File: config.mk
export PLATFORM = sky130hd
export DESIGN_NAME = wait_state_ctrl
export DESIGN_NICKNAME = d
export VERILOG_FILES = /design/src/rtl/wait_state_ctrl.sv
export SDC_FILE = /design/constraint.sdc
export NUM_CORES = 1
export LEC_CHECK = 0
export CORE_AREA = 2 2 46 48
export DETAILED_ROUTE_END_ITERATION = 6
export DIE_AREA = 0 0 48 50
export GPL_ROUTABILITY_DRIVEN = 0
export PLACE_DENSITY = 0.7
export SLEW_MARGIN = 20
export SYNTH_ARGS = -nofsm -noshare
export SYNTH_HDL_FRONTEND = slang
export SYNTH_SLANG_ARGS = --single-unit
File: constraint.sdc
create_clock -name clk -period 2.2 [get_ports clk]
set_input_delay 0.33 -clock clk [delete_from_list [all_inputs] [get_ports clk]]
set_output_delay 0.33 -clock clk [all_outputs]
set_load 0.005 [all_outputs]
File: src/rtl/wait_state_ctrl.sv
// Wait-state sequencer: arbitrates IF/MEM requests onto the delayed memory bus and
// holds each access for a programmable wait count. Define MEM_PRIO_EN for fixed MEM priority.
module wait_state_ctrl #(
   parameter int CNT_W        = 4,
   parameter int DEFAULT_WAIT = 2
) (
   input  logic             clk,
   input  logic             rst_n,
   input  logic             cfg_we,
   input  logic [CNT_W-1:0] cfg_wait,
   input  logic             if_req,
   input  logic             mem_req,
   input  logic             mem_wr,
   output logic             if_gnt,
   output logic             mem_gnt,
   output logic             if_done,
   output logic             mem_done,
   output logic             bus_en,
   output logic             bus_we,
   output logic             stall
);

   typedef enum logic [1:0] {
      IDLE,
      ACCESS,
      DONE
   } state_t;

   state_t           state;
   logic [CNT_W-1:0] cnt;
   logic [CNT_W-1:0] wait_reg;
   logic             last_mem;
   logic             pick_mem;

   // Arbitration decision for an IDLE cycle; only meaningful when some request is up.
   always_comb begin
      pick_mem = 1'b0;
`ifdef MEM_PRIO_EN
      pick_mem = mem_req;
`else
      pick_mem = mem_req & (~if_req | ~last_mem);
`endif
   end

   assign stall = (if_req & ~if_done) | (mem_req & ~mem_done);

   // Config writes never touch an in-flight cnt; the next grant picks them up.
   always_ff @(posedge clk or negedge rst_n) begin
      if (!rst_n) begin
         wait_reg <= CNT_W'(DEFAULT_WAIT);
      end else if (cfg_we) begin
         wait_reg <= cfg_wait;
      end
   end

   always_ff @(posedge clk or negedge rst_n) begin
      if (!rst_n) begin
         state    <= IDLE;
         cnt      <= '0;
         last_mem <= 1'b1;
         if_gnt   <= 1'b0;
         mem_gnt  <= 1'b0;
         if_done  <= 1'b0;
         mem_done <= 1'b0;
         bus_en   <= 1'b0;
         bus_we   <= 1'b0;
      end else begin
         case (state)
            IDLE: begin
               if (if_req || mem_req) begin
                  state  <= ACCESS;
                  bus_en <= 1'b1;
                  cnt    <= wait_reg;
                  if (pick_mem) begin
                     mem_gnt  <= 1'b1;
                     bus_we   <= mem_wr;
                     last_mem <= 1'b1;
                  end else begin
                     if_gnt   <= 1'b1;
                     bus_we   <= 1'b0;
                     last_mem <= 1'b0;
                  end
               end
            end
            // cnt counts the remaining bus cycles after this one, so bus_en spans wait_reg+1 cycles.
            ACCESS: begin
               if (cnt == '0) begin
                  state    <= DONE;
                  bus_en   <= 1'b0;
                  bus_we   <= 1'b0;
                  if_done  <= if_gnt;
                  mem_done <= mem_gnt;
               end else begin
                  cnt <= cnt - 1'b1;
               end
            end
            DONE: begin
               state    <= IDLE;
               if_gnt   <= 1'b0;
               mem_gnt  <= 1'b0;
               if_done  <= 1'b0;
               mem_done <= 1'b0;
            end
            default: begin
               state <= IDLE;
            end
         endcase
      end
   end

endmodule
; ---- After elaboration in Yosys (flattened, before gate mapping)
; Index checks and enable logic that the tools add are counted.
[word_totals]
reg_bits = 17
latch_bits = 0
ramBits = 0
mem_bits_ro = 0
in_bits = 10
word_cells = 63
memories = 0
[op_classes]
add_sub_neg = 1
multipliers = 0
div_mod_pow = 0
order_cmp = 0
n_eq_ne = 7
shift = 0
muxes = 23
bitwise_logic = 9
reduce_logical = 13
[op_table]
columns = operator, count
row1 = case mux 1 bit (2 select lines), 6
row2 = AND reduction 3 bit, 4
row3 = two-way mux 1 bit, 11
row4 = inequality test 2 bit (second input constant), 5
row5 = two-way mux 4 bit, 2
row6 = case mux 4 bit (2 select lines), 1
row7 = AND reduction 2 bit, 3
row8 = nonzero test 2 bit, 3
row9 = logical NOT 4 bit, 1
row10 = two-way mux 2 bit, 2
row11 = inverter 1 bit, 4
row12 = case mux 2 bit (2 select lines), 1
row13 = subtractor 4 x 1 -> 4 bit (second input constant), 1
row14 = bitwise AND 1 bit, 3
row15 = equality test 2 x 1 -> 1 bit (second input constant), 1
row16 = equality test 2 bit (second input constant), 1
row17 = logical NOT 2 bit, 1
row18 = OR 1 bit, 2
row19 = logical OR 1 bit, 1

; ---- Longest topological paths before layout
[depth]
word_depth = 6
ltp_mapped = 6
depth_no_buf = 6

; ---- Least setup slack after synthesis
; OpenSTA, ideal clock, no wires.
[synth_timing]
path_type = register to register
startpoint = register cnt[0]
endpoint = register cnt[3]
t_arrival_ps = 1309
required_time_ps = 2077
slack_ps = 768
path_stages_with_launch = 7
path_buffers = 0
period_less_slack_ps = 1432
cell_sequence = dfrtp_1 inv_1 ha_1 nor3b_4 nand2b_4 nand2_4 o221a_1
[synth_between]
elab_chain_cells = 3
[synth_rtl]
columns = item, line_no
row1 = start: declaration, 30  ; logic [CNT_W-1:0] cnt;
row2 = start signal: assignment, 73  ; cnt <= wait_reg;
row3 = start signal: assignment, 94  ; cnt <= cnt - 1'b1;
row4 = subtractor 4 x 1 -> 4 bit or logical NOT 4 bit (tied branches), "94, 87"
row5 = two-way mux 4 bit or inequality test 2 bit (tied branches), n/a
row6 = case mux 4 bit (2 select lines) or AND reduction 3 bit (tied branches), n/a
; Several ways; a longest one is shown, not always the timed one. The select of a mux whose other input is x is not followed.
; A chain may end at the register's enable or synchronous reset.

; ---- Worst setup path in the final report
[layout_timing]
startpoint = input if_req
endpoint = output stall
[layout_between]
elab_chain_cells = 2
[layout_rtl]
columns = item, line_no
row1 = start: declaration, 11  ; input logic if_req,
row2 = bitwise AND 1 bit, 45  ; assign stall = (if_req & ~if_done) | (mem_req & ~mem_done);
row3 = OR 1 bit, 45
row4 = end: declaration, 20  ; output logic stall
; Every way passes these cells.

==> flow_metrics.env <==
export IMPL_timing_final_crit_share_pct=88.3
export IMPL_cts_resized=0
export IMPL_number_of_enable_type_register_cells_in_the_synthesized_netlist=0
export IMPL_min_delay_path_class="flop to flop"
export IMPL_skew_ns=0.00165
export IMPL_synth_simple_area_share_pct=15.6
export IMPL_clk_root_buffer_cell="clkbuf_4"
export IMPL_clkSlewWorstSetupHoldPaths_ns=0.09
export IMPL_crit_path_start_kind="input pin"
export IMPL_vdd_ir_drop_worst_mv=0.544
export IMPL_synth_top_cell_by_area="dfrtp_1"
export IMPL_maxCapViolCount=0
export IMPL_xor_and_xnor_area_share_after_synthesis_pct=2.12
export IMPL_critical_path_endpoint_type="output port"
export IMPL_synth_area_um2=827
export IMPL_max_freq_ghz=0.515
export IMPL_synth_top_cells_by_area="dfrtp_1 (45%), dfstp_2 (6.4%), nand2_1 (5.9%)"
export IMPL_synthTopCellsByCount="dfrtp_1 (15), nand2_1 (13), inv_1 (11)"
export IMPL_timing_final_max_slew_violations=0
export IMPL_fin_crit_ns=1.94
export IMPL_yosys_warnings=0
export IMPL_critical_path_fanout_max=4
export IMPL_synth_compound_area_share_pct=17.2
export IMPL_dp_final_hpwl_um=1110
export IMPL_tritoncts_num_buffers=3
export IMPL_rsz_0062_raised_after_global_routing="false"
export IMPL_syn_inst=80
export IMPL_yosysUniqueCellTypes=26
export IMPL_post_route_cells_drive_above_1_share_pct=15.3
export IMPL_post_drt_wl_per_cell_um=11.9
export IMPL_muxShareOfSynthArea_pct=4.08
export IMPL_antenna_cells=0
export IMPL_run_status="complete, no violations"
export IMPL_count_of_state_elements_after_synthesis=17
export IMPL_synth_most_common_cell="dfrtp_1"
export IMPL_drt_first_iter_violations=6
export IMPL_power_density_nw_per_um2=1280
export IMPL_synth_top_cell_area_share_pct=45.4
export IMPL_finalNetCount=110
export IMPL_timing_rr_start="cnt[0]$_DFFE_PN0P_"
export IMPL_effective_utilization_at_floorplan_pct=43.5
export IMPL_gr_total_overflow=0
export IMPL_worstHoldPathCells=2
export IMPL_drt_first_pass_iters=3
export IMPL_worst_pin_slew_ns=0.766
export IMPL_largest_family_of_logic_cells_by_synthesized_area="compound AO/OA/AOI/OAI gates"
export IMPL_die_width_um=48
export IMPL_detailroute_via_count=619
export IMPL_postRouteWirelength_um=1480
export IMPL_worst_endpoint_arrival_ns=1.61
export IMPL_postCtsSetupBuffers=0
export IMPL_worstPathRequired_ns=1.87
export IMPL_clk_latency_ns=0.29
export IMPL_grt_first_pass_wirelength_um=2510
export IMPL_area_growth_synth_to_final_pct=23.9
export IMPL_ctsLongestPathBuffers=2
export IMPL_antenna_found_initial=0
export IMPL_fin_tns_setup_ns=0
export IMPL_post_cts_hold_buffer_count=0
export IMPL_worst_setup_path_type="input pin to output port"
export IMPL_io_pin_count=17
export IMPL_post_route_hold_slack_ns=0.473
export IMPL_synthArstFlopShare_pct=100
export IMPL_hold_path_endpoint="last_mem$_DFFE_PN1P_"
export IMPL_postSynthNetCount=91
export IMPL_final_cell_count_no_fill=125
export IMPL_tritoncts_num_sinks=17
export IMPL_setup_violations=0
export IMPL_cts_tree="done"
export IMPL_post_synth_cell_area_avg_um2=10.3
export IMPL_floorplan_core_area_um2=1900
export IMPL_post_place_cells=121
export IMPL_postRouteAntennaNets=0
export IMPL_report_power_total_mw=1.31
export IMPL_max_slew_margin_pct=48.8
export IMPL_placement_io_buffers=16
export IMPL_fillers=187
export IMPL_synthFlopType="dfrtp_1"
export IMPL_multiInputGateArea_um2=335
export IMPL_ff2ff_setup_slack_ns=0.59
export IMPL_globalRouteTotalUtil_pct=15.3
export IMPL_die_area_um2=2400
export IMPL_die_y_um=50
export IMPL_hold_path_startpoint="last_mem$_DFFE_PN1P_"
export IMPL_cellLeakagePower_nw=0.466
export IMPL_rows=16
export IMPL_route_detailed_drc=0
export IMPL_timing_hold_violations_final=0
export IMPL_synth_yosys_seq_area_share_pct=51.7
export IMPL_ctsHtreeMaxLevel=1
export IMPL_grt_max_degree=18
export IMPL_seqCellArea_um2=428
export IMPL_post_drt_via_cell_ratio=4.95
export IMPL_synth_adder_area_share_pct=1.51
export IMPL_grt_pass1_vias=594
export IMPL_timing_reg2reg_worst_path_depth=6
export IMPL_end_of_the_worst_register_to_register_path="cnt[3]$_DFFE_PN0P_"
## metal layers
metal	part of all wire, %	wire length [um]	GRT usage [%]
met1	47	693	19.4
met2	45	671	22.0
met3	4.8	71	4.40
met4	3.1	46	9.46
met5	0	0	0
## layout make-up
cell class	instances	area share, %
Timing Repair Buffer	16	15.6
Clock buffer	4	2.56
Multi-Input combinational cell	50	32.7
Inverter	11	4.03
Tap cell	27	3.30
Sequential cell	17	41.8
## power by group
part | internal (mW) | switching (mW)
sequential | 0.436 | 0.115
combinational | 0.328 | 0.267
clock | 0.0706 | 0.0974
total | 0.835 | 0.480
## cell usage in the layout, fill, tap and decap left out, drive strengths merged, types with 3 or more instances in the layout
| cell type | synthesis | layout |
|---|---|---|
| o22ai | 3 | 3 |
| o21ai | 7 | 7 |
| clkbuf | 0 | 4 |
| nand2 | 14 | 14 |
| a21oi | 5 | 5 |
| inv | 11 | 11 |
| mux2 | 3 | 3 |
| dfrtp | 15 | 15 |
| clkdlybuf4s50 | 0 | 16 |
## cell families (layout without fill, tap and decap cells)
family / count (synthesis) / count (layout)
buffers and inverters: 13 / 31
muxes: 3 / 3
xor gates and xnor gates: 2 / 2
and+or+nand+nor: 22 / 22
AOI/OAI and AO/OA: 22 / 22
adders and majority gates: 1 / 1
DFF: 17 / 17
## per-stage QoR
stage | setup slack (ns) | util [%] | cell area, um^2
global placement | 0.300 | 52.5 | 998
floorplan | 0.768 | - | 827
CTS | 0.248 | 53.9 | 1020
detailed placement | 0.252 | 52.5 | 998
global route | 0.199 | 53.9 | 1020
finish | 0.257 | 53.9 | 1020
## worst max path at each step
| stage | from | end | slack, ns | depth (start not counted) |
|---|---|---|---|---|
| 6_report | if_req | stall | 0.26 | 4 |
| 5_1_grt | if_req | stall | 0.20 | 4 |
| 4_1_cts | if_req | stall | 0.25 | 4 |
| 3_5_place_dp | if_req | stall | 0.25 | 4 |
| 3_3_place_gp | if_req | stall | 0.30 | 4 |
| 2_1_floorplan | cnt[0]$_DFFE_PN0P_ | cnt[3]$_DFFE_PN0P_ | 0.77 | 6 |
## worst max-delay path, stage by stage
cell and delay [ns]:
clkdlybuf4s50_1 0.54, inv_1 0.07, o22ai_1 0.16, clkdlybuf4s50_1 0.51
Note: power is estimated with default switching activity, not from simulation.
==> variant 1: new RTL, same settings <==
Change the parameter `CNT_W` from 4 to 6.
--- a/src/rtl/wait_state_ctrl.sv
+++ b/src/rtl/wait_state_ctrl.sv
@@ -1,7 +1,7 @@
 // Wait-state sequencer: arbitrates IF/MEM requests onto the delayed memory bus and
 // holds each access for a programmable wait count. Define MEM_PRIO_EN for fixed MEM priority.
 module wait_state_ctrl #(
-   parameter int CNT_W        = 4,
+   parameter int CNT_W        = 6,
    parameter int DEFAULT_WAIT = 2
 ) (
    input  logic             clk,
Interface: changed (resized cfg_wait); port bits go from 17 to 19. No check against the original RTL was run, so the function may have changed too.
==> variant 1 against the unedited design <==
Largest cell class unchanged. Non-clock buffer count rose by 3. First-iteration DRC count grew to 4.3 times the old value. Cell area grew 23%. Worst setup slack better by 0.017 ns. Total power increased by 16%. Global-route usage is 5.5 points higher. Synthesized cell count grew 28%. Critical path depth decreased by 1. Synthesized area grew 25%. Routed wire length grew 42%. Sequential cell count increased by 4. Worst hold slack got worse by 0.11 ns.
==> variant 1: results <==
finish:
  drive_gt1_share_pct: 14.0
  fin_cells: 148
  multi_input_area_um2: 460
  fill_cells: 160
hold_path:
  hold_path.class: "in2async"
power:
  peakVddDrop_uv: 626
run_status:
  status: "finished clean"
global_route:
  grt_pass1_wl_mm: 3.61
  grtUsageTotal_pct: 20.8
  grt_max_degree: 22
  grt_pass1_vias: 777
  met2_usage_pct: 28.7
  met1_usage_pct: 33.4
  grtUsageMet3_pct: 2.20
placement:
  dpl.hpwl_mm: 1.56
  portBuffers: 18
drt:
  vias: 825
  routedWlPerCell_um: 14.3
  drt_pass1_iterations: 4
critical_path:
  ff2ff_setup_slack_ns: 0.49
  reg2regPathDepth: 7
  cp_slowest_stage_delay_ns: 0.60
yosys:
  syn_avg_cell_area_um2: 10.1
  synth_compound_area_share_pct: 20.6
  yosys.area_share.adder_pct: 2.43
  ys_top_cells_by_area: "dfrtp_1, mux2_2, dfstp_2"
sta:
  skew_ns: 0.00171
[variant 1: changes by cell type after synthesis, sizes merged, moves of 3 or more]
cell,before,now
mux2,3,6
inv,11,6
nand2,14,6
nor2,1,13
dfrtp,15,19
clkbuf,0,4
[variant 1: power groups by stage]
stage,logic [mW],registers [mW],clock network [mW]
6_report,0.672,0.672,0.185
2_1_floorplan,0.480,0.633,0
5_1_grt,0.760,0.693,0.212
3_5_place_dp,0.674,0.680,0
3_3_place_gp,0.662,0.670,0
4_1_cts,0.677,0.672,0.192
[variant 1: layout make-up]
cell class / count / area share (%)
multi-input combinational: 70 / 36.4
inverter: 7 / 2.18
tap: 27 / 2.67
timing repair buffer: 19 / 14.9
clock buffer: 4 / 2.08
sequential: 21 / 41.8
[variant 1: cells by family (layout without fill, tap and decap cells)]
logic type / after synthesis / in the layout
AND/OR/NAND/NOR: 32 / 32
adder cells (fa/ha/maj): 2 / 2
flip-flops: 21 / 21
buffers and inverters: 11 / 30
multiplexers: 6 / 6
AO/OA/AOI/OAI: 30 / 30
==> variant 2: new RTL, same settings <==
Made on the original files. Make the reset (`rst_n`) synchronous in 2 clocked blocks.
--- a/src/rtl/wait_state_ctrl.sv
+++ b/src/rtl/wait_state_ctrl.sv
@@ -45,7 +45,7 @@
    assign stall = (if_req & ~if_done) | (mem_req & ~mem_done);
 
    // Config writes never touch an in-flight cnt; the next grant picks them up.
-   always_ff @(posedge clk or negedge rst_n) begin
+   always_ff @(posedge clk) begin
       if (!rst_n) begin
          wait_reg <= CNT_W'(DEFAULT_WAIT);
       end else if (cfg_we) begin
@@ -53,7 +53,7 @@
       end
    end
 
-   always_ff @(posedge clk or negedge rst_n) begin
+   always_ff @(posedge clk) begin
       if (!rst_n) begin
          state    <= IDLE;
          cnt      <= '0;
Formal check against the unedited RTL: differs if rst_n is asserted again (counterexample within 4 cycles, from zero or initial values and one cycle with rst_n low); with rst_n held inactive, the same outputs for 10 cycles.
==> variant 2 against the unedited design <==
Sequential cell count is the same. Largest power group is now registers. Via count is 19% higher. Routed wire length is 23% higher. Synthesized area is 1.4% lower. Core utilization stayed put. Cell area unchanged. Worst setup slack improved by 0.081 ns. Sequential power shrank 27%. Cell count grew 12%. Total power is 29% lower. Sequential share of layout area is 8.5 points lower. Highest routed layer unchanged. Die area did not move.
==> variant 2: results <==
drt:
  routedWlPerCell_um: 13.0
  drt_pass1_iterations: 4
  vias_per_cell: 5.25
  drt_iter0_drc: 17
run_status:
  status: "finished clean"
sta:
  slew_headroom_pct: 72.2
  skew_ns: 0.00621
critical_path:
  cp_max_fo: 6
  ff2ff_setup_slack_ns: 0.52
  critPathSlowestCell: "clkdlybuf4s50_1"
  cp_slowest_stage_delay_ns: 0.56
  cp.arrival_ns: 1.53
power:
  p_leak_nw: 0.403
  peakVddDrop_uv: 418
  p_sw_mw: 0.333
finish:
  drive_gt1_share_pct: 8.85
  fill_cells: 162
  final_net_count: 125
  n_antenna_cell: 0
  fin_cells: 140
yosys:
  synth.distinct_cells: 31
  synth_seq_area_share_pct: 41.7
  async_flop_share_pct: 0
  netlist_top_cells_count: "dfxtp_1, nand2_1, inv_1, a21oi_1, nor2_1"
  ys_top_cells_by_area: "dfxtp_1, a21oi_1, mux2i_1"
  synth.net_count: 107
  yosys_warnings: 0
  syn_avg_cell_area_um2: 8.50
global_route:
  grt_max_degree: 13
  met2_usage_pct: 26.2
  grtUsageTotal_pct: 18.0
  met1_usage_pct: 25.2
  grt_pass1_vias: 718
  grtUsageMet3_pct: 3.30
  antenna_found_initial: 0
  grt_pass1_wl_mm: 3.11
placement:
  dp.cells: 136
  dpl.hpwl_mm: 1.33
cts:
  path_clk_slew_ns: 0.11
  cts_resized: 0
  insertion_delay_ns: 0.30
  clockBufferDepth: 2
hold_path:
  hold_path.class: "reg2reg"
[variant 2: cell count changes after synthesis, sizes merged, moves of 4 or more]
cell   before  now
nand2      14   10
dfrtp      15    0
nor2        1    8
dfxtp       0   17
mux2i       0    4
[variant 2: metal layers]
metal,part of all wire [%],up-vias
met5,0,-
met3,3.0,5
met2,47,19
li1,-,368
met1,48,343
met4,2.2,0
[variant 2: kinds of logic after synthesis]
logic type      synth area share, %
compound gates                 23.8
fa+ha+maj                      1.53
buf+inv                        5.67
flops                          41.7
mux                            4.91
simple gates                   22.4
[variant 2: path summary, 6_finish.rpt]
check,cells past startpoint,to,startpoint
max reg2reg,6,cnt[2],cnt[0]
max,3,stall,mem_req
min,2,bus_en,bus_en
min reg2reg,2,bus_en,bus_en
[variant 2: critical path: cells and delay by family]
| kind | cells | cell delay [ns] |
|---|---|---|
| buf+inv | 2 | 1.05 |
| compound gates | 1 | 0.15 |
[variant 2: power groups by stage]
stage               logic (mW)  clock network [mW]  registers, mW
global placement         0.346                   0          0.404
floorplan                0.265                   0          0.392
finish                   0.360               0.175          0.400
global route             0.395               0.190          0.407
CTS                      0.358               0.179          0.399
detailed placement       0.355                   0          0.405
[variant 2: final cells by class]
type / count / area (um^2) / share of cell area (%)
clock buffers: 3 / 22.5 / 2.20
clock inverters: 1 / 5.00 / 0.488
inverters: 9 / 33.8 / 3.30
multi-input cells: 67 / 429 / 41.9
flip-flops and latches: 17 / 340 / 33.2
well taps: 27 / 33.8 / 3.30
repair buffers: 16 / 160 / 15.6
[variant 2: stage by stage]
step           setup slack, ns  hold slack, ns  power [mW]  area [um^2]
2_1_floorplan            0.720           0.392       0.657          816
3_3_place_gp             0.360           0.449       0.751          997
3_5_place_dp             0.342           0.462       0.761          997
4_1_cts                  0.346           0.476       0.937         1020
5_1_grt                  0.287           0.501       0.991         1020
6_report                 0.337           0.472       0.935         1020
